$ cat config.mk
export PLATFORM = sky130hd
export DESIGN_NAME = uart_xcvr
export DESIGN_NICKNAME = d
export VERILOG_FILES = /design/src/rtl/uart_pkg.sv /design/src/rtl/uart_sync_fifo.sv /design/src/rtl/uart_xcvr.sv
export SDC_FILE = /design/constraint.sdc
export NUM_CORES = 1
export LEC_CHECK = 0
export ABC_AREA = 1
export CAP_MARGIN = 5
export CORE_ASPECT_RATIO = 0.75
export CORE_MARGIN = 2
export CORE_UTILIZATION = 41
export DETAILED_ROUTE_END_ITERATION = 6
export GPL_TIMING_DRIVEN = 0
export SLEW_MARGIN = 40
export SYNTH_ARGS = -nofsm -noshare
export SYNTH_HDL_FRONTEND = slang
export SYNTH_SLANG_ARGS = --single-unit
$ cat constraint.sdc
create_clock -name clk -period 3.15 [get_ports clk]
set_clock_uncertainty 0.05 [all_clocks]
set_input_delay 0.63 -clock clk [delete_from_list [all_inputs] [get_ports clk]]
set_output_delay 0.63 -clock clk [all_outputs]
set_load 0.1 [all_outputs]
$ cat src/rtl/uart_pkg.sv
// Shared UART definitions: parity encodings, FSM state types and the default oversampling
// factor.
package uart_pkg;

    localparam logic [1:0] ParityNone = 2'b00;
    localparam logic [1:0] ParityEven = 2'b01;
    localparam logic [1:0] ParityOdd  = 2'b10;

    localparam int unsigned DefaultOvs = 16;

    typedef enum logic [2:0] {TxIdle, TxStart, TxData, TxParity, TxStop} tx_state_e;
    typedef enum logic [2:0] {RxIdle, RxStart, RxData, RxParity, RxStop} rx_state_e;

endpackage

$ cat src/rtl/uart_sync_fifo.sv
// Single-clock FIFO with first-word-fall-through read data. The read data reads as zero
// while the FIFO is empty.
module uart_sync_fifo #(
    parameter int unsigned WIDTH = 8,
    parameter int unsigned DEPTH = 16
) (
    input  logic                     clk_i,
    input  logic                     rst_ni,
    input  logic [WIDTH-1:0]         wdata_i,
    input  logic                     push_i,
    input  logic                     pop_i,
    output logic [WIDTH-1:0]         rdata_o,
    output logic                     full_o,
    output logic [$clog2(DEPTH):0]   level_o
);

    localparam int unsigned AW = $clog2(DEPTH);
    localparam int unsigned LW = AW + 1;

    logic [WIDTH-1:0] mem_q [DEPTH];
    logic [AW-1:0]    wr_ptr_q, rd_ptr_q;
    logic [LW-1:0]    level_q;
    logic             empty, do_push, do_pop;

    assign empty   = (level_q == '0);
    assign full_o  = (level_q == LW'(DEPTH));
    assign level_o = level_q;
    assign rdata_o = empty ? '0 : mem_q[rd_ptr_q];

    // A pop frees a slot in the same cycle, so push-while-full is accepted only with a pop.
    assign do_push = push_i && (!full_o || pop_i);
    assign do_pop  = pop_i && !empty;

    always_ff @(posedge clk_i) begin
        if (do_push) begin
            mem_q[wr_ptr_q] <= wdata_i;
        end
    end

    always_ff @(posedge clk_i) begin
        if (!rst_ni) begin
            wr_ptr_q <= '0;
            rd_ptr_q <= '0;
            level_q  <= '0;
        end else begin
            if (do_push) wr_ptr_q <= wr_ptr_q + 1'b1;
            if (do_pop)  rd_ptr_q <= rd_ptr_q + 1'b1;
            if (do_push && !do_pop)      level_q <= level_q + 1'b1;
            else if (!do_push && do_pop) level_q <= level_q - 1'b1;
        end
    end

endmodule

$ cat src/rtl/uart_xcvr.sv
// UART transceiver: shared baud tick generator, TX and RX framing FSMs, and a FIFO per
// direction. Frames carry DATA_BITS data bits, optional parity and one or two stop bits.
module uart_xcvr
    import uart_pkg::*;
#(
    parameter int unsigned DATA_BITS  = 8,
    parameter int unsigned FIFO_DEPTH = 16,
    parameter int unsigned OVS        = DefaultOvs
) (
    input  logic                          clk,
    input  logic                          reset,
    input  logic [15:0]                   baud_div,
    input  logic [1:0]                    parity_mode,
    input  logic                          two_stop,
    input  logic [7:0]                    tx_wdata,
    input  logic                          tx_wr,
    output logic                          tx_full,
    output logic                          tx_busy,
    output logic                          tx,
    input  logic                          rx,
    input  logic                          rx_rd,
    output logic [7:0]                    rx_rdata,
    output logic                          rx_empty,
    output logic [$clog2(FIFO_DEPTH):0]   rx_level,
    output logic                          parity_err,
    output logic                          frame_err,
    output logic                          overrun_err,
    input  logic                          err_clr
);

    localparam int unsigned CntW = $clog2(2 * OVS);
    localparam int unsigned BitW = $clog2(DATA_BITS);
    localparam int unsigned LvlW = $clog2(FIFO_DEPTH) + 1;

    logic [15:0] baud_cnt_q, baud_div_q;
    logic        tick;

    // The divider is resampled only on wrap so a change never truncates a running period.
    assign tick = (baud_cnt_q == baud_div_q);

    always_ff @(posedge clk) begin
        if (!reset || tick) begin
            baud_cnt_q <= '0;
            baud_div_q <= baud_div;
        end else begin
            baud_cnt_q <= baud_cnt_q + 16'd1;
        end
    end

    logic [DATA_BITS-1:0] txf_rdata, rxf_rdata;
    logic [LvlW-1:0]      txf_level;
    logic                 txf_pop, rxf_push, rxf_full;

    uart_sync_fifo #(.WIDTH(DATA_BITS), .DEPTH(FIFO_DEPTH)) u_tx_fifo (
        .clk_i   (clk),
        .rst_ni  (reset),
        .wdata_i (tx_wdata[DATA_BITS-1:0]),
        .push_i  (tx_wr),
        .pop_i   (txf_pop),
        .rdata_o (txf_rdata),
        .full_o  (tx_full),
        .level_o (txf_level)
    );

    tx_state_e            tx_state_q, tx_state_d;
    logic [CntW-1:0]      tx_cnt_q, tx_cnt_d;
    logic [BitW-1:0]      tx_bit_q, tx_bit_d;
    logic [DATA_BITS-1:0] tx_shift_q, tx_shift_d;
    logic                 tx_par_en_q, tx_par_en_d, tx_par_bit_q, tx_par_bit_d;
    logic                 tx_two_q, tx_two_d, tx_q, tx_d, tx_load;

    assign tx      = tx_q;
    assign tx_busy = (tx_state_q != TxIdle) || (txf_level != '0);

    always_comb begin
        tx_state_d   = tx_state_q;
        tx_cnt_d     = tx_cnt_q;
        tx_bit_d     = tx_bit_q;
        tx_shift_d   = tx_shift_q;
        tx_par_en_d  = tx_par_en_q;
        tx_par_bit_d = tx_par_bit_q;
        tx_two_d     = tx_two_q;
        tx_load      = 1'b0;
        unique case (tx_state_q)
            TxIdle: tx_load = tick && (txf_level != '0);
            TxStart: if (tick) begin
                if (tx_cnt_q == CntW'(OVS - 1)) begin
                    tx_state_d = TxData;
                    tx_cnt_d   = '0;
                    tx_bit_d   = '0;
                end else tx_cnt_d = tx_cnt_q + 1'b1;
            end
            TxData: if (tick) begin
                if (tx_cnt_q == CntW'(OVS - 1)) begin
                    tx_cnt_d = '0;
                    if (tx_bit_q == BitW'(DATA_BITS - 1)) begin
                        tx_state_d = tx_par_en_q ? TxParity : TxStop;
                    end else begin
                        tx_bit_d   = tx_bit_q + 1'b1;
                        tx_shift_d = tx_shift_q >> 1;
                    end
                end else tx_cnt_d = tx_cnt_q + 1'b1;
            end
            TxParity: if (tick) begin
                if (tx_cnt_q == CntW'(OVS - 1)) begin
                    tx_state_d = TxStop;
                    tx_cnt_d   = '0;
                end else tx_cnt_d = tx_cnt_q + 1'b1;
            end
            TxStop: if (tick) begin
                if (tx_cnt_q == (tx_two_q ? CntW'(2 * OVS - 1) : CntW'(OVS - 1))) begin
                    tx_state_d = TxIdle;
                    tx_load    = (txf_level != '0);
                end else tx_cnt_d = tx_cnt_q + 1'b1;
            end
            default: tx_state_d = TxIdle;
        endcase
        // Loading straight from STOP gives back-to-back frames with no idle bit between.
        if (tx_load) begin
            tx_state_d   = TxStart;
            tx_cnt_d     = '0;
            tx_shift_d   = txf_rdata;
            tx_par_en_d  = (parity_mode == ParityEven) || (parity_mode == ParityOdd);
            tx_par_bit_d = (^txf_rdata) ^ (parity_mode == ParityOdd);
            tx_two_d     = two_stop;
        end
        txf_pop = tx_load;
        unique case (tx_state_d)
            TxStart:  tx_d = 1'b0;
            TxData:   tx_d = tx_shift_d[0];
            TxParity: tx_d = tx_par_bit_d;
            default:  tx_d = 1'b1;
        endcase
    end

    always_ff @(posedge clk) begin
        if (!reset) begin
            tx_state_q   <= TxIdle;
            tx_cnt_q     <= '0;
            tx_bit_q     <= '0;
            tx_shift_q   <= '0;
            tx_par_en_q  <= 1'b0;
            tx_par_bit_q <= 1'b0;
            tx_two_q     <= 1'b0;
            tx_q         <= 1'b1;
        end else begin
            tx_state_q   <= tx_state_d;
            tx_cnt_q     <= tx_cnt_d;
            tx_bit_q     <= tx_bit_d;
            tx_shift_q   <= tx_shift_d;
            tx_par_en_q  <= tx_par_en_d;
            tx_par_bit_q <= tx_par_bit_d;
            tx_two_q     <= tx_two_d;
            tx_q         <= tx_d;
        end
    end

    rx_state_e            rx_state_q, rx_state_d;
    logic [1:0]           rx_sync_q;
    logic [CntW-1:0]      rx_cnt_q, rx_cnt_d;
    logic [BitW-1:0]      rx_bit_q, rx_bit_d;
    logic [DATA_BITS-1:0] rx_shift_q, rx_shift_d;
    logic                 rx_par_en_q, rx_par_en_d, rx_odd_q, rx_odd_d, rx_par_q, rx_par_d;
    logic                 rx_s, par_set, frame_set, ovr_set;
    logic                 par_err_q, frame_err_q, ovr_err_q;

    assign rx_s = rx_sync_q[1];

    always_comb begin
        rx_state_d  = rx_state_q;
        rx_cnt_d    = rx_cnt_q;
        rx_bit_d    = rx_bit_q;
        rx_shift_d  = rx_shift_q;
        rx_par_en_d = rx_par_en_q;
        rx_odd_d    = rx_odd_q;
        rx_par_d    = rx_par_q;
        rxf_push    = 1'b0;
        par_set     = 1'b0;
        frame_set   = 1'b0;
        unique case (rx_state_q)
            RxIdle: if (!rx_s) begin
                rx_state_d  = RxStart;
                rx_cnt_d    = '0;
                rx_par_en_d = (parity_mode == ParityEven) || (parity_mode == ParityOdd);
                rx_odd_d    = (parity_mode == ParityOdd);
            end
            // Mid-start-bit recheck filters glitches; later samples land one bit apart.
            RxStart: if (tick) begin
                if (rx_cnt_q == CntW'(OVS / 2 - 1)) begin
                    rx_state_d = rx_s ? RxIdle : RxData;
                    rx_cnt_d   = '0;
                    rx_bit_d   = '0;
                end else rx_cnt_d = rx_cnt_q + 1'b1;
            end
            RxData: if (tick) begin
                if (rx_cnt_q == CntW'(OVS - 1)) begin
                    rx_cnt_d   = '0;
                    rx_shift_d = {rx_s, rx_shift_q[DATA_BITS-1:1]};
                    if (rx_bit_q == BitW'(DATA_BITS - 1)) begin
                        rx_state_d = rx_par_en_q ? RxParity : RxStop;
                    end else rx_bit_d = rx_bit_q + 1'b1;
                end else rx_cnt_d = rx_cnt_q + 1'b1;
            end
            RxParity: if (tick) begin
                if (rx_cnt_q == CntW'(OVS - 1)) begin
                    rx_state_d = RxStop;
                    rx_cnt_d   = '0;
                    rx_par_d   = rx_s;
                end else rx_cnt_d = rx_cnt_q + 1'b1;
            end
            RxStop: if (tick) begin
                if (rx_cnt_q == CntW'(OVS - 1)) begin
                    rx_state_d = RxIdle;
                    rxf_push   = rx_s;
                    frame_set  = !rx_s;
                    par_set    = rx_s && rx_par_en_q && (rx_par_q != ((^rx_shift_q) ^ rx_odd_q));
                end else rx_cnt_d = rx_cnt_q + 1'b1;
            end
            default: rx_state_d = RxIdle;
        endcase
        ovr_set = rxf_push && rxf_full && !rx_rd;
    end

    always_ff @(posedge clk) begin
        if (!reset) begin
            rx_sync_q   <= 2'b11;
            rx_state_q  <= RxIdle;
            rx_cnt_q    <= '0;
            rx_bit_q    <= '0;
            rx_shift_q  <= '0;
            rx_par_en_q <= 1'b0;
            rx_odd_q    <= 1'b0;
            rx_par_q    <= 1'b0;
            par_err_q   <= 1'b0;
            frame_err_q <= 1'b0;
            ovr_err_q   <= 1'b0;
        end else begin
            rx_sync_q   <= {rx_sync_q[0], rx};
            rx_state_q  <= rx_state_d;
            rx_cnt_q    <= rx_cnt_d;
            rx_bit_q    <= rx_bit_d;
            rx_shift_q  <= rx_shift_d;
            rx_par_en_q <= rx_par_en_d;
            rx_odd_q    <= rx_odd_d;
            rx_par_q    <= rx_par_d;
            par_err_q   <= par_set | (par_err_q & ~err_clr);
            frame_err_q <= frame_set | (frame_err_q & ~err_clr);
            ovr_err_q   <= ovr_set | (ovr_err_q & ~err_clr);
        end
    end

    uart_sync_fifo #(.WIDTH(DATA_BITS), .DEPTH(FIFO_DEPTH)) u_rx_fifo (
        .clk_i   (clk),
        .rst_ni  (reset),
        .wdata_i (rx_shift_q),
        .push_i  (rxf_push),
        .pop_i   (rx_rd),
        .rdata_o (rxf_rdata),
        .full_o  (rxf_full),
        .level_o (rx_level)
    );

    assign rx_empty    = (rx_level == '0);
    assign rx_rdata    = 8'(rxf_rdata);
    assign parity_err  = par_err_q;
    assign frame_err   = frame_err_q;
    assign overrun_err = ovr_err_q;

endmodule

Word-level counts from Yosys, hierarchy flattened
Memories as Yosys holds them, arrays and structs flattened. A register that Yosys moved wholly into a read port is not among the register bits.
Index checks and enable logic that the tools add are counted.
- memory bits (writable): 256
- output and inout bits: 20
- latch bits: 0
- input bits: 33
- register bits after elaboration: 108
- bits in read-only memories: 0
- memories kept: 2
- memories (name ; depth ; width ; read ports ; clocked after memory_dff ; write ports ; RTL line ; source):
    u_rx_fifo.mem_q ; 16 ; 8 ; 1 ; 1 ; 1 ; uart_sync_fifo.sv:20 ; logic [WIDTH-1:0] mem_q [DEPTH];
    u_tx_fifo.mem_q ; 16 ; 8 ; 1 ; 1 ; 1 ; uart_sync_fifo.sv:20 ;
- eq/ne operators: 45
- shift operators: 0
- reductions and logical operators: 58
- div/mod/pow operators: 0
- bitwise logic cells: 11
- order comparisons: 0
- $add $sub $neg: 13
- multiply operators: 0
- multiplexer cells: 84
- operators with widths (cell ; number):
    $mux 3 ; 32
    $mux 5 ; 16
    $mux 8 ; 7
    $ne 2x2->1 const B ; 19
    $pmux 3 s5 ; 2
    $add 5x1->5 const B ; 4
    $pmux 5 s4 ; 1
    $eq 3x2->1 const B ; 6
    $reduce_and 6->1 ; 3
    $add 16x1->16 const B ; 1
    $add 4x1->4 const B ; 4
    $eq 16x16->1 ; 1
    $mux 1 ; 16
    $mux 4 ; 4
    $reduce_bool 2->1 ; 8
    $reduce_xor 8->1 ; 2
    $logic_and 1x1->1 ; 13
    $eq 3x3->1 const B ; 4
    $pmux 3 s2 ; 2
    $logic_not 1->1 ; 11
    $eq 5x4->1 const B ; 2
    $eq 5x5->1 const B ; 2
    $logic_not 5->1 ; 2
    $pmux 5 s2 ; 1
    27 further kinds ; 48

Depth between registers and ports, before layout
Gate-level depths: netlist (run 1).
- depth after elaboration: 11
- mapped depth: 22
- depth with buffers taken out: 22

Modules after synthesis
From an unflattened synthesis (run 1), not the netlist that was laid out.
- cells, all modules: 1715
- area, all modules: 16597.2 um^2
- modules (own cells, without submodules) (module ; cells an instance ; area each (um^2) ; times used):
    uart_sync_fifo ; 556 ; 6124.6 ; 2
    uart_xcvr ; 603 ; 4347.9 ; 1

Least setup slack after synthesis (run 1)
Ideal clock, no wire load.
- path kind: register -> output
- from: register u_rx_fifo.level_q[0], in the netlist u_rx_fifo.level_o[0]
- to: output rx_rdata[0]
- slack: -0.671 ns
- cell stages (with the launch flop): 5
- data arrival time: 3.141 ns
- data required time: 2.470 ns
- cell sequence: dfxtp_1 nor4_1 inv_1 nor2_2 a21oi_1
- cells in the longest elaborated chain, start to end: 2
- ends and longest elaborated chain (element ; RTL line ; source):
    from (decl) ; uart_sync_fifo.sv:22 ; logic [LW-1:0] level_q;
    from (signal assigned) ; uart_sync_fifo.sv:48 ; if (do_push && !do_pop) level_q <= level_q + 1'b1;
    from (signal assigned) ; uart_sync_fifo.sv:49 ; else if (!do_push && do_pop) level_q <= level_q - 1'b1;
    $logic_not 5->1 ; n/a ;
    via rx_empty ; uart_xcvr.sv:23 ; output logic rx_empty,
    $mux 8 ; uart_sync_fifo.sv:28 ; assign rdata_o = empty ? '0 : mem_q[rd_ptr_q];
    to (decl) ; uart_xcvr.sv:22 ; output logic [7:0] rx_rdata,
The timed path passes the listed nets, and every way through them passes these cells.

==> metrics, run 1 <==
Yosys top cell area share 0.511; maximum vdd drop 0.713 mV; commonest non-fill, non-tap cell in the layout edfxtp_1; Mapped Cells 1,559; met2 Usage GRT 0.294; DP Area 17,100 um2; LEAKAGE 6.95 nW; Final HPWL DP 26,200 um; Cell Pwr Density 716 nW/um2; # clock sinks 372; nets 1,723; Crit Path Max Fanout 10; met3 global-route usage 0.0313; # IOs 53; Clock power frac 0.324; DRT Pass-1 Iters 6; total routed wirelength 39,200 um; max-cap viol count 0; switching part of the total 0.340; worst-margin pin slew 0.829 ns; via count 11,500; most frequent cells in the layout edfxtp_1 (272), nand2_1 (253), nor2_1 (185); synthesized area 16,000 um2; Placer Congestion 0.846; Startpoint Class flop; Top Usage Layer GRT met2; pins over their slew limit 0; Critical Path Sink Type output pin; # hold bufs at CTS 0; number of synthesized flops with an enable pin 272; fillers 3,446; PortBufs 52; area grow syn2layout 17.0%; Final Cell Area 18,700 um2; Detail Route Antenna Nets 0; Tcrit/Tclk final 0.990; Comb power frac 0.263; Psw 4.55 mW; layout cells sized above 1 0.131; sequential share of the synthesized area 0.637; fmax 0.321 GHz; antenna cells 0; All-Layer GR Usage 0.195; CTS tree done; WS Path Type flop to output pin; average instance area after synthesis 10.2 um2; wire length per cell 17.8 um; Flop pwr share 0.413; fraction of registers with async set/reset 0; die area 40,600 um2; worst endpoint required time 2.47 ns; yosys warns 0; Congestion Overflow GR 0; CTS clk-pin slew, worst paths 0.06 ns; synthesized flop and latch total 372; Area contributors post-synth edfxtp_1 (51%), dfxtp_1 (13%), nand2_1 (6.0%); biggest area consumer among synthesized cells edfxtp_1; outcome finished, final reports clean; global-route wire length before repair 61,200 um; DIE WIDTH 232 um; row count 62; Root Driver clkbuf_16; Netlist cell types 45; vias in the first global route 10,900; Die Y 175 um; Fin. Hold Viols 0; initial core utilization 0.417; DRC Markers 0; final setup violation count 0; RSZ-0062 raised after global routing yes; min-delay worst type flop to flop; Crit path arrival time 2.44 ns; pin count of the biggest net entering global routing 26; worst skew pair latency 0.55 ns; Vias per Instance 5.24; 1st-iter DRT viols 977; initial antenna violation count 0; cts bufs inserted 39; H-tree depth 2; Most used DFF post-synth edfxtp_1; Slew headroom 0.446; synthesized net count 1,623; Design Power 13.4 mW; fin crit period 3.12 ns; Pint 8.83 mW; Clock Tree Buf Depth 3; CORE AREA 38,300 um2; met1 usage 0.291
[sequential cells by signal (all words and copies together), names as in the netlist, 4 cells and up, named ones only]
register,flops
u_rx_fifo.wr_ptr_q,4
rx_cnt_q,5
baud_div_q,16
tx_shift_q,8
u_rx_fifo.rd_ptr_q,4
tx_cnt_q,5
u_tx_fifo.rd_ptr_q,4
u_rx_fifo.level_o,5
u_rx_fifo.mem_q,128
baud_cnt_q,16
u_tx_fifo.wr_ptr_q,4
u_tx_fifo.mem_q,128
u_tx_fifo.level_o,5
rx_shift_q,8
[synth_stat cells (4+ instances only)]
master	count
a211oi_1	7
a21oi_1	68
buf_1	4
buf_2	15
buf_6	5
clkbuf_1	35
dfxtp_1	100
edfxtp_1	272
ha_1	29
inv_1	144
inv_2	6
nand2_1	257
nand3_1	117
nand4_1	13
nor2_1	218
nor2_2	6
nor3_1	11
nor3b_1	6
o211ai_1	6
o21ai_0	129
o21ai_1	8
o221ai_1	34
o22ai_1	8
or2_2	5
xnor2_1	21
xor2_1	8
[final cells by class]
type / count / area (um2) / area share
Multi-Input combinational cell: 975 / 5220 / 0.279
Buffer: 58 / 339 / 0.0181
Timing Repair Buffer: 60 / 536 / 0.0286
Sequential cell: 372 / 10200 / 0.545
Inverter: 153 / 587 / 0.0314
Clock buffer: 60 / 1090 / 0.0583
Tap cell: 512 / 641 / 0.0343
Clock inverter: 11 / 92.6 / 0.00495
[per-layer routing]
layer	routed length (um)	part of all wire	up-vias
met5	0	0	-
met4	869	0.022	0
met3	2940	0.075	67
met2	16800	0.43	395
met1	18600	0.47	5496
li1	-	-	5570
[per-stage QoR]
step / TNS [ns] / setup slack (ns) / hold slack, ns / util / instances
2_1_floorplan: -3.11 / -0.444 / 0.343 / - / 1559
3_3_place_gp: -6.07 / -0.784 / 0.353 / 0.448 / 2123
3_5_place_dp: -0.685 / -0.284 / 0.349 / 0.446 / 2123
4_1_cts: 0 / 0.00243 / 0.375 / 0.482 / 2195
5_1_grt: -0.0802 / -0.0802 / 0.376 / 0.488 / 2201
6_report: 0 / 0.0320 / 0.373 / 0.488 / 2201
[what timing repair did]
action	in CTS	in global routing
pin swaps	5	18
endpoints found under the setup margin	11	22
buffers inserted	2	6
gates resized for setup	64	45
[cell families after synthesis]
| logic type | share of synthesized area |
|---|---|
| compound gates | 0.0979 |
| xor+xnor | 0.0159 |
| fa+ha+maj | 0.0252 |
| buf+inv | 0.0535 |
| flops | 0.637 |
| simple gates | 0.171 |
[final timing paths]
kind | from | to | slack, ns | cells past startpoint
hold / removal | rx_sync_q[0] | rx_sync_q[1] | 0.37 | 1
setup reg to reg | tx_cnt_q[0] | u_tx_fifo.level_o[4] | 0.13 | 18
hold reg to reg | rx_sync_q[0] | rx_sync_q[1] | 0.37 | 1
setup / recovery | flop | rx_rdata[7] | 0.03 | 8
[worst max-delay path, stage by stage, from the launching register on]
cell      delay [ns]
dfxtp_1         0.36
buf_6           0.17
inv_4           0.11
clkbuf_4        0.23
o21ai_0         0.09
o221ai_1        0.34
nand3_1         0.12
a21oi_1         0.20
buf_6           0.25
[power by group through the flow]
stage | logic, mW | registers (mW) | clock network, mW
floorplan | 2.21 | 5.79 | 0
detailed placement | 3.12 | 5.62 | 0
global route | 3.76 | 5.55 | 4.62
finish | 3.51 | 5.53 | 4.33
CTS | 3.37 | 5.53 | 4.41
global placement | 3.23 | 5.62 | 0
No activity file was read; power rests on OpenSTA's default activity.
==> inputs of run 2 (changes only) <==
CORE_MARGIN = default   (was 2)
==> run 2 against run 1 <==
Combinational power up 3%. Via count decreased by 0.31%. Utilization is 0.28 points higher. Sequential share of layout area down 0.31 points. Clock-buffer cell count down 10. Wire length is 0.57% higher. Total power up 3.4%. Critical endpoint unchanged. Sequential power hardly changed. First-iteration DRC count rose by 3.1%. Non-clock buffer count grew 2.
==> metrics, run 2 (synthesized netlist as in run 1, its figures left out) <==
Comb power frac 0.260 (-0.003); Final WS setup 0.0668 ns (+0.0348 ns); vias in the first global route 10,800 (-0.74%); switching part of the total 0.334 (-0.00644); total routed wirelength 39,500 um (+0.57%); # IOs 53 (unchanged); Final Cell Area 18,800 um2 (+0.58%); DIE WIDTH 230 um (-0.86%); max-cap viol count 0 (unchanged); CTS clk-pin slew, worst paths 0.06 ns (about the same); Clock power frac 0.340 (+0.016); commonest non-fill, non-tap cell in the layout edfxtp_1; outcome finished, final reports clean; largest stage delay on the critical path 0.33 ns (-0.03 ns); H-tree depth 2 (unchanged); Critical Path Sink Type output pin; met3 global-route usage 0.0359 (+0.00462); biggest regs u_rx_fifo.mem_q (128), u_tx_fifo.mem_q (128); cts bufs inserted 39 (unchanged); # hold bufs at CTS 0 (unchanged); fmax 0.324 GHz (+1.1%); Cell Pwr Density 736 nW/um2 (+2.8%); Fin. Hold Viols 0 (unchanged); DRT Pass-1 Iters 5 (-1); global-route wire length before repair 61,100 um (-0.24%); initial core utilization 0.417 (unchanged); Cells after DPL 2,123 (unchanged); Tcrit/Tclk final 0.979 (-0.0110); Startpoint Class flop; RSZ-0062 raised after global routing yes; WS Path Type flop to output pin; # clock sinks 372 (unchanged); crit path buf inv count 4 (unchanged); DP Area 17,100 um2 (about the same); Slew headroom 0.427 (-0.0197); Critical-path top delay cell dfxtp_1; CP delay by family, top buffers and inverters; antenna cells 0 (unchanged); Design Power 13.8 mW (+3.4%); LEAKAGE 6.99 nW (+0.58%); initial antenna violation count 0 (unchanged); fin crit period 3.08 ns (-0.0348 ns); Placer Congestion 0.877 (+3.7%); fillers 3,505 (+1.7%); Final HPWL DP 26,700 um (+2.1%); worst endpoint required time 2.47 ns (about the same); Crit path arrival time 2.40 ns (-0.04 ns); Psw 4.61 mW (+1.5%); worst skew pair latency 0.55 ns (about the same); Pint 9.22 mW (+4.4%); critical path, cell by cell clkbuf_4, inv_4, buf_4, nor2_1, o221ai_1, nand3_1, a21oi_2, buf_6; nets 1,725 (+0.12%); Sequential Area 10,200 um2 (about the same); non-filler instance count after layout 2,202 (+0.045%); maximum vdd drop 0.900 mV (+26%); DRC Markers 0 (unchanged); pin count of the biggest net entering global routing 26 (unchanged); pins over their slew limit 0 (unchanged); area grow syn2layout 17.7%; Top Usage Layer GRT met1; DP Worst Slack -0.316 ns (-0.0327 ns); 1st-iter DRT viols 1,007 (+3.1%); Vias per Instance 5.22 (-0.36%); footprint of the multi-input gates 5170 um2 (-0.86%); Clock Tree Buf Depth 3 (unchanged); CORE AREA 38,300 um2 (unchanged); All-Layer GR Usage 0.198 (+0.00268); met2 Usage GRT 0.291 (-0.00287); PortBufs 52 (unchanged); CTS tree done; Root Driver clkbuf_16; Congestion Overflow GR 0 (unchanged); worst-margin pin slew 0.857 ns (+0.0275 ns); wire length per cell 17.9 um (+0.53%); min-delay worst type flop to flop; most frequent cells in the layout edfxtp_1 (272), nand2_1 (251), nor2_1 (197); Detail Route Antenna Nets 0 (unchanged); die area 39,800 um2 (-2.0%); Flop pwr share 0.399 (-0.014); final setup violation count 0 (unchanged); via count 11,500 (-0.31%); Crit Path Max Fanout 10 (unchanged); Die Y 173 um (-1.1%); met1 usage 0.301 (+0.00951); layout cells sized above 1 0.127 (-0.00422); row count 62 (unchanged)
[run 2: changes by cell type in the layout (fill, tap and decap cells not counted), sizes merged]
cell,delta
clkbuf,-9
inv,-1
clkinv,+5
buf,+1
bufinv,+4
clkinvlp,+1
[run 2: worst reg2reg max path: stages, from the launching register on]
cell	delay, ns
dfxtp_2	0.35
ha_2	0.18
inv_1	0.07
nor3_4	0.21
nand3_2	0.14
nand2_2	0.10
nand3_2	0.10
nor2_4	0.16
inv_4	0.07
nand2_2	0.08
nand2_4	0.07
inv_4	0.08
buf_4	0.12
nand2_1	0.18
nor2_1	0.69
[run 2: final cells by class]
class	instances	share of cell area
flip-flops and latches	372	0.542
inverters	153	0.0311
well taps	512	0.0341
clock inverters	20	0.0125
plain buffers	58	0.0177
clock buffers	50	0.0563
multi-input cells	975	0.275
repair buffers	62	0.0311
[run 2: final timing paths]
| kind | start | endpoint | slack [ns] | depth (start not counted) |
|---|---|---|---|---|
| worst max-delay path | flop | rx_rdata[7] | 0.07 | 8 |
| worst min-delay path | rx_sync_q[0] | rx_sync_q[1] | 0.38 | 1 |
| worst max register to register | tx_cnt_q[0] | u_tx_fifo.mem_q[7][3] | 0.13 | 14 |
| worst min register to register | rx_sync_q[0] | rx_sync_q[1] | 0.38 | 1 |
[run 2: layer usage]
metal | wire (um) | vias up
li1 | - | 5571
met1 | 18900 | 5474
met2 | 16900 | 393
met3 | 2940 | 54
met4 | 693 | 0
met5 | 0 | -
[run 2: metrics by stage]
step           hold WS [ns]  utilization  TNS [ns]
2_1_floorplan         0.343            -     -3.11
3_3_place_gp          0.351        0.448     -5.41
3_5_place_dp          0.352        0.446    -0.617
4_1_cts               0.381        0.484         0
5_1_grt               0.384        0.491   -0.0839
6_report              0.382        0.491         0
[run 2: timing repair]
action / in CTS / in global routing
pin swaps: 5 / 19
resized for setup: 52 / 55
buffers inserted: 3 / 7
cloned: 0 / 0
endpoints found under the setup margin: 11 / 119
[run 2: power groups by stage]
stage	logic [mW]	clock network, mW	registers (mW)
global placement	3.22	0	5.61
floorplan	2.21	0	5.79
CTS	3.31	4.81	5.52
finish	3.60	4.71	5.53
detailed placement	3.13	0	5.62
global route	3.85	5.00	5.55
==> inputs of run 3 (changes only) <==
HOLD_SLACK_MARGIN = 0.15   (was default)
==> results of run 3 <==
Final layout, timing and power as in run 2 (identical DEF).
==> patch 1: new RTL, settings of run 2 <==
`rx_shift_q` no longer has a reset.
--- a/src/rtl/uart_xcvr.sv
+++ b/src/rtl/uart_xcvr.sv
@@ -227,7 +227,6 @@
             rx_state_q  <= RxIdle;
             rx_cnt_q    <= '0;
             rx_bit_q    <= '0;
-            rx_shift_q  <= '0;
             rx_par_en_q <= 1'b0;
             rx_odd_q    <= 1'b0;
             rx_par_q    <= 1'b0;
@@ -239,7 +238,6 @@
             rx_state_q  <= rx_state_d;
             rx_cnt_q    <= rx_cnt_d;
             rx_bit_q    <= rx_bit_d;
-            rx_shift_q  <= rx_shift_d;
             rx_par_en_q <= rx_par_en_d;
             rx_odd_q    <= rx_odd_d;
             rx_par_q    <= rx_par_d;
@@ -247,6 +245,10 @@
             frame_err_q <= frame_set | (frame_err_q & ~err_clr);
             ovr_err_q   <= ovr_set | (ovr_err_q & ~err_clr);
         end
+    end
+
+    always_ff @(posedge clk) begin
+        rx_shift_q <= rx_shift_d;
     end
 
     uart_sync_fifo #(.WIDTH(DATA_BITS), .DEPTH(FIFO_DEPTH)) u_rx_fifo (
Formal check against the unedited RTL: same outputs for any inputs over 4 cycles, from zero or initial values and one cycle with reset low; that may be too few to reach the edited logic, so the function may still have changed.
==> patch 1 against run 2 <==
- design area increased by 0.98%
- sequential cell count stayed put
- worst setup slack improved by 0.020 ns
- clock power fell by 7.9%
- synthesized area grew 1.2%
- routed wire length increased by 1.2%
- first-iteration DRC count increased by 9.1%
- sequential power about the same
- synthesized cell count increased by 0.77%
- die area rose by 1.2%
- power shrank 3.1%
- critical path type unchanged
==> patch 1: results (changes against run 2) <==
[clock_network]
postCtsResizedCells = 68  ; +31%
cts_buffers = 39  ; unchanged
clk_path_buf_depth = 3  ; unchanged
htree_levels = 2  ; unchanged
cts_setup_buffers = 5  ; +2

[global_routing]
grt.total_usage_pct = 19.8  ; +0.059 points
grt_overflow = 0  ; unchanged
grt_pass1_vias = 11200  ; +3.2%
grt_pass1_wl_um = 62000  ; +1.5%

[worst_setup_path]
arrival_ns = 2.38  ; -0.02 ns
r2r_start = baud_div_q[8]
max_stage_delay_ns = 0.31  ; -0.02 ns

[placed_design]
hpwlAfterDp_um = 26700  ; about the same
dpl_worst_slack_ns = -0.275  ; +0.0407 ns
gp_congestion = 0.888  ; +1.3%
placed_cell_area_mm2 = 0.0173  ; +1.2%

[power_and_ir_drop]
swShare_pct = 34.0  ; +0.67 points
ir_drop_mv = 0.628  ; -30%
p_leak_nw = 7.05  ; +0.73%

[final_layout]
num_antenna_cells = 0  ; unchanged
nFillCells = 3474  ; -0.88%
drive_gt1_share_pct = 14.3  ; +1.6 points
layout.nets = 1743  ; +1.0%

[min_path]
hold_path_class = reg2reg

[yosys]
netlist_top_cells_area = edfxtp_1 (52%), dfxtp_1 (11%), nand2_1 (6.8%)
syn-num-nets = 1635  ; +0.74%
synth.distinct_cells = 55  ; +22%
yosysSeqAreaShare_pct = 63.4  ; -0.28 points
yosys-top-cells-count = nand2_1 (294), edfxtp_1 (280), nor2_1 (198), inv_1 (147), nand3_1 (131)
synth_edf_count = 280  ; +2.9%

[detailed_routing]
routed_wl_um = 39900  ; +1.2%
num_vias = 11700  ; +1.8%

[timing]
relSlewSlack_pct = 41.1  ; -1.6 points

[run_status]
outcome = complete, no violations

## patch 1: cells by family after synthesis
| family | after synthesis | synth area share (%) |
|---|---|---|
| AND/OR/NAND/NOR | 689 | 18.7 |
| flip-flops | 372 | 63.4 |
| XOR/XNOR | 23 | 1.25 |
| buffers and inverters | 213 | 5.18 |
| adder cells (fa/ha/maj) | 31 | 2.49 |
| AO/OA/AOI/OAI | 243 | 8.98 |
## patch 1: path summary, 6_finish.rpt
path	endpoint	slack, ns	cells past startpoint
max	rx_rdata[3]	0.09	8
min	rx_sync_q[1]	0.38	1
max reg2reg	u_rx_fifo.level_o[4]	0.15	19
min reg2reg	rx_sync_q[1]	0.38	1
## patch 1: area by class of cell
cell class | instances | area [um2] | area share, %
sequential | 372 | 10300 | 54.1
multi-input combinational | 986 | 5350 | 28.2
clock buffer | 51 | 1040 | 5.48
tap | 512 | 641 | 3.37
timing repair buffer | 68 | 623 | 3.28
inverter | 154 | 589 | 3.10
buffer | 58 | 323 | 1.70
clock inverter | 20 | 151 | 0.797
## patch 1: routing by layer
metal  track usage [%]  share of wire (%)  vias up
li1                  -                  -     5615
met1              29.1                 47     5659
met2              29.9                 44      366
met3              3.89                7.1       56
met4              5.10                2.0        0
met5                 0                  0        -
## patch 1: metrics by stage
stage                     TNS (ns)  power, W  cells
after floorplan              -1.57   0.00796   1571
after global placement       -6.41   0.00881   2135
after detailed placement    -0.661   0.00874   2135
after CTS                 -0.00601    0.0133   2210
after global routing        -0.157    0.0139   2221
final                            0    0.0134   2221
## patch 1: power groups by stage
stage	Clock [W]	Combinational [W]	Sequential (W)
finish	0.00434	0.00353	0.00553
global route	0.00461	0.00378	0.00555
CTS	0.00443	0.00337	0.00552
detailed placement	0	0.00311	0.00562
global placement	0	0.00319	0.00562
floorplan	0	0.00217	0.00579
==> patch 2: new RTL, settings of run 2 <==
Made on the original files. Set the package constant `DefaultOvs` to 32 (it was 16).
--- a/src/rtl/uart_pkg.sv
+++ b/src/rtl/uart_pkg.sv
@@ -6,7 +6,7 @@
     localparam logic [1:0] ParityEven = 2'b01;
     localparam logic [1:0] ParityOdd  = 2'b10;
 
-    localparam int unsigned DefaultOvs = 16;
+    localparam int unsigned DefaultOvs = 32;
 
     typedef enum logic [2:0] {TxIdle, TxStart, TxData, TxParity, TxStop} tx_state_e;
     typedef enum logic [2:0] {RxIdle, RxStart, RxData, RxParity, RxStop} rx_state_e;
Behaviour: no difference found for any inputs over 4 cycles, from zero or initial values and one cycle with reset low; that may be too few to reach the edited logic, so the function may still have changed.
==> patch 2 against run 2 <==
- the run now ends with design-rule violations left
- via count increased by 4.8%
- synthesized area increased by 2.4%
- sequential cell count increased by 2
- highest routed layer unchanged
- synthesized cell count increased by 5.0%
- global-route usage increased by 0.89 points
- design area increased by 1.7%
- worst setup slack got worse by 0.048 ns
- sequential share of layout area decreased by 0.68 points
- routed wire length increased by 6.2%
- critical path depth increased by 12
Power is not compared: it rests on default switching activity, and its combinational part moved more than twofold at a synthesized area within 25%.
==> patch 2: results (changes against run 2) <==
[global_routing]
grt_pass1_wl_um = 64400  ; +5.4%
grt_pass1_vias = 11200  ; +3.4%
grt.total_usage_pct = 20.7  ; +0.89 points

[clock_network]
path_clk_slew_ns = 0.06  ; about the same

[yosys]
synth.distinct_cells = 49  ; +8.9%
yosysSeqAreaShare_pct = 62.4  ; -1.3 points
ys_warn_count = 0  ; unchanged
netlist_top_cells_area = edfxtp_1 (50%), dfxtp_1 (12%), nand2_1 (7.5%)
yosys-top-cells-count = nand2_1 (328), edfxtp_1 (272), nor2_1 (201), inv_1 (156), o21ai_0 (124)
synthArstFlopShare_pct = 0  ; unchanged
syn-num-nets = 1698  ; +4.6%

[worst_setup_path]
crit_family = simple AND/OR/NAND/NOR gates
r2r_cells = 20  ; +6
rrSetupSlack_ns = 0.02  ; -0.11 ns
path_max_fanout = 4  ; -6
arrival_ns = 3.54  ; +1.14 ns
crit_type = reg2reg

[placed_design]
hpwlAfterDp_um = 28400  ; +6.2%
gp_congestion = 0.887  ; +1.2%
dp_cells = 2200  ; +3.6%
portBuffers = 51  ; -1.9%

[detailed_routing]
vias_per_cell = 5.28  ; +1.2%
detail_route.iter0.violations = 1065  ; +5.8%
drc = 1  ; +1
drtPass1Iterations = 7  ; +2

[run_status]
outcome = finished with violations
failed_checks = design-rule violations

[final_layout]
layout.nets = 1802  ; +4.5%
drive_gt1_share_pct = 14.0  ; +1.3 points

[timing]
relSlewSlack_pct = 42.7  ; about the same

patch 2: changes by cell type in the layout (fill, tap and decap cells not counted), moves of 6 or more:
cell             run 2  this run
buf_4               13        23
inv_1              140       152
nand2_1            251       326
nand2_2              6        12
nand3_1            115       122
nand4_1             13         7
nor2_1             197       171
nor2_2              23        29
nor3_1              11        20
o221ai_1            33        19
patch 2: stage by stage:
stage	hold WS [ns]	worst slack, ns
finish	0.361	0.0184
floorplan	0.343	-0.290
CTS	0.363	0.000190
global route	0.404	-0.217
global placement	0.346	-0.839
detailed placement	0.348	-0.402
patch 2: how the worst min path moves through the flow:
stage,from,to,cells after the start
floorplan,rx_sync_q[0],rx_sync_q[1],1
global placement,rx_sync_q[0],rx_sync_q[1],1
detailed placement,rx_sync_q[0],rx_sync_q[1],1
CTS,rx_sync_q[0],rx_sync_q[1],1
global route,rx_sync_q[0],rx_sync_q[1],1
finish,rx_sync_q[0],rx_sync_q[1],1
patch 2: final cells by class:
cell class	count	area [um2]
tap	512	641
clock buffer	49	1030
fill	3552	19700
inverter	166	644
sequential	374	10200
buffer	58	367
clock inverter	20	161
timing repair buffer	65	562
multi-input combinational	1038	5470
patch 2: worst register-to-register path, cell delays in order (launching register included):
cell and delay, ns:
dfxtp_1 0.38, ha_1 0.20, nand2_1 0.07, nor2_1 0.16
inv_1 0.10, nor3_2 0.30, nand2_4 0.11, nor3_4 0.17
nand2_2 0.11, clkinv_4 0.07, ha_4 0.15, clkinvlp_4 0.14
ha_4 0.28, nand2_2 0.06, nor2_2 0.03, a211oi_2 0.25
nand2_1 0.08, nand2_1 0.07, nor2_2 0.05, buf_4 0.13
a21oi_2 0.09
patch 2: kinds of logic after synthesis:
| group | synth area share [%] |
|---|---|
| and+or+nand+nor | 18.9 |
| DFF | 62.4 |
| AOI/OAI and AO/OA | 8.82 |
| buffers and inverters | 5.71 |
| xor gates and xnor gates | 1.98 |
| adders and majority gates | 2.23 |
patch 2: report_power, final:
group	internal (W)	total (W)	leakage, nW	switching (W)
logic	0.000418	0.00136	3.48	0.000942
clock network	0.00249	0.00438	0.588	0.00189
registers	0.00536	0.00545	3.14	0.0000866
patch 2: repair_timing:
| item | in CTS | in global routing |
|---|---|---|
| endpoints found under the setup margin | 115 | 82 |
| gates resized for setup | 63 | 35 |
| buffers inserted | 4 | 10 |
| pin swaps | 7 | 15 |
patch 2: routing by layer:
metal,global-route usage [%],share of wire [%],up-vias
li1,-,-,5786
met4,4.74,1.6,0
met1,32.4,47,5750
met5,0,0,-
met2,29.2,42,449
met3,3.80,9.0,62
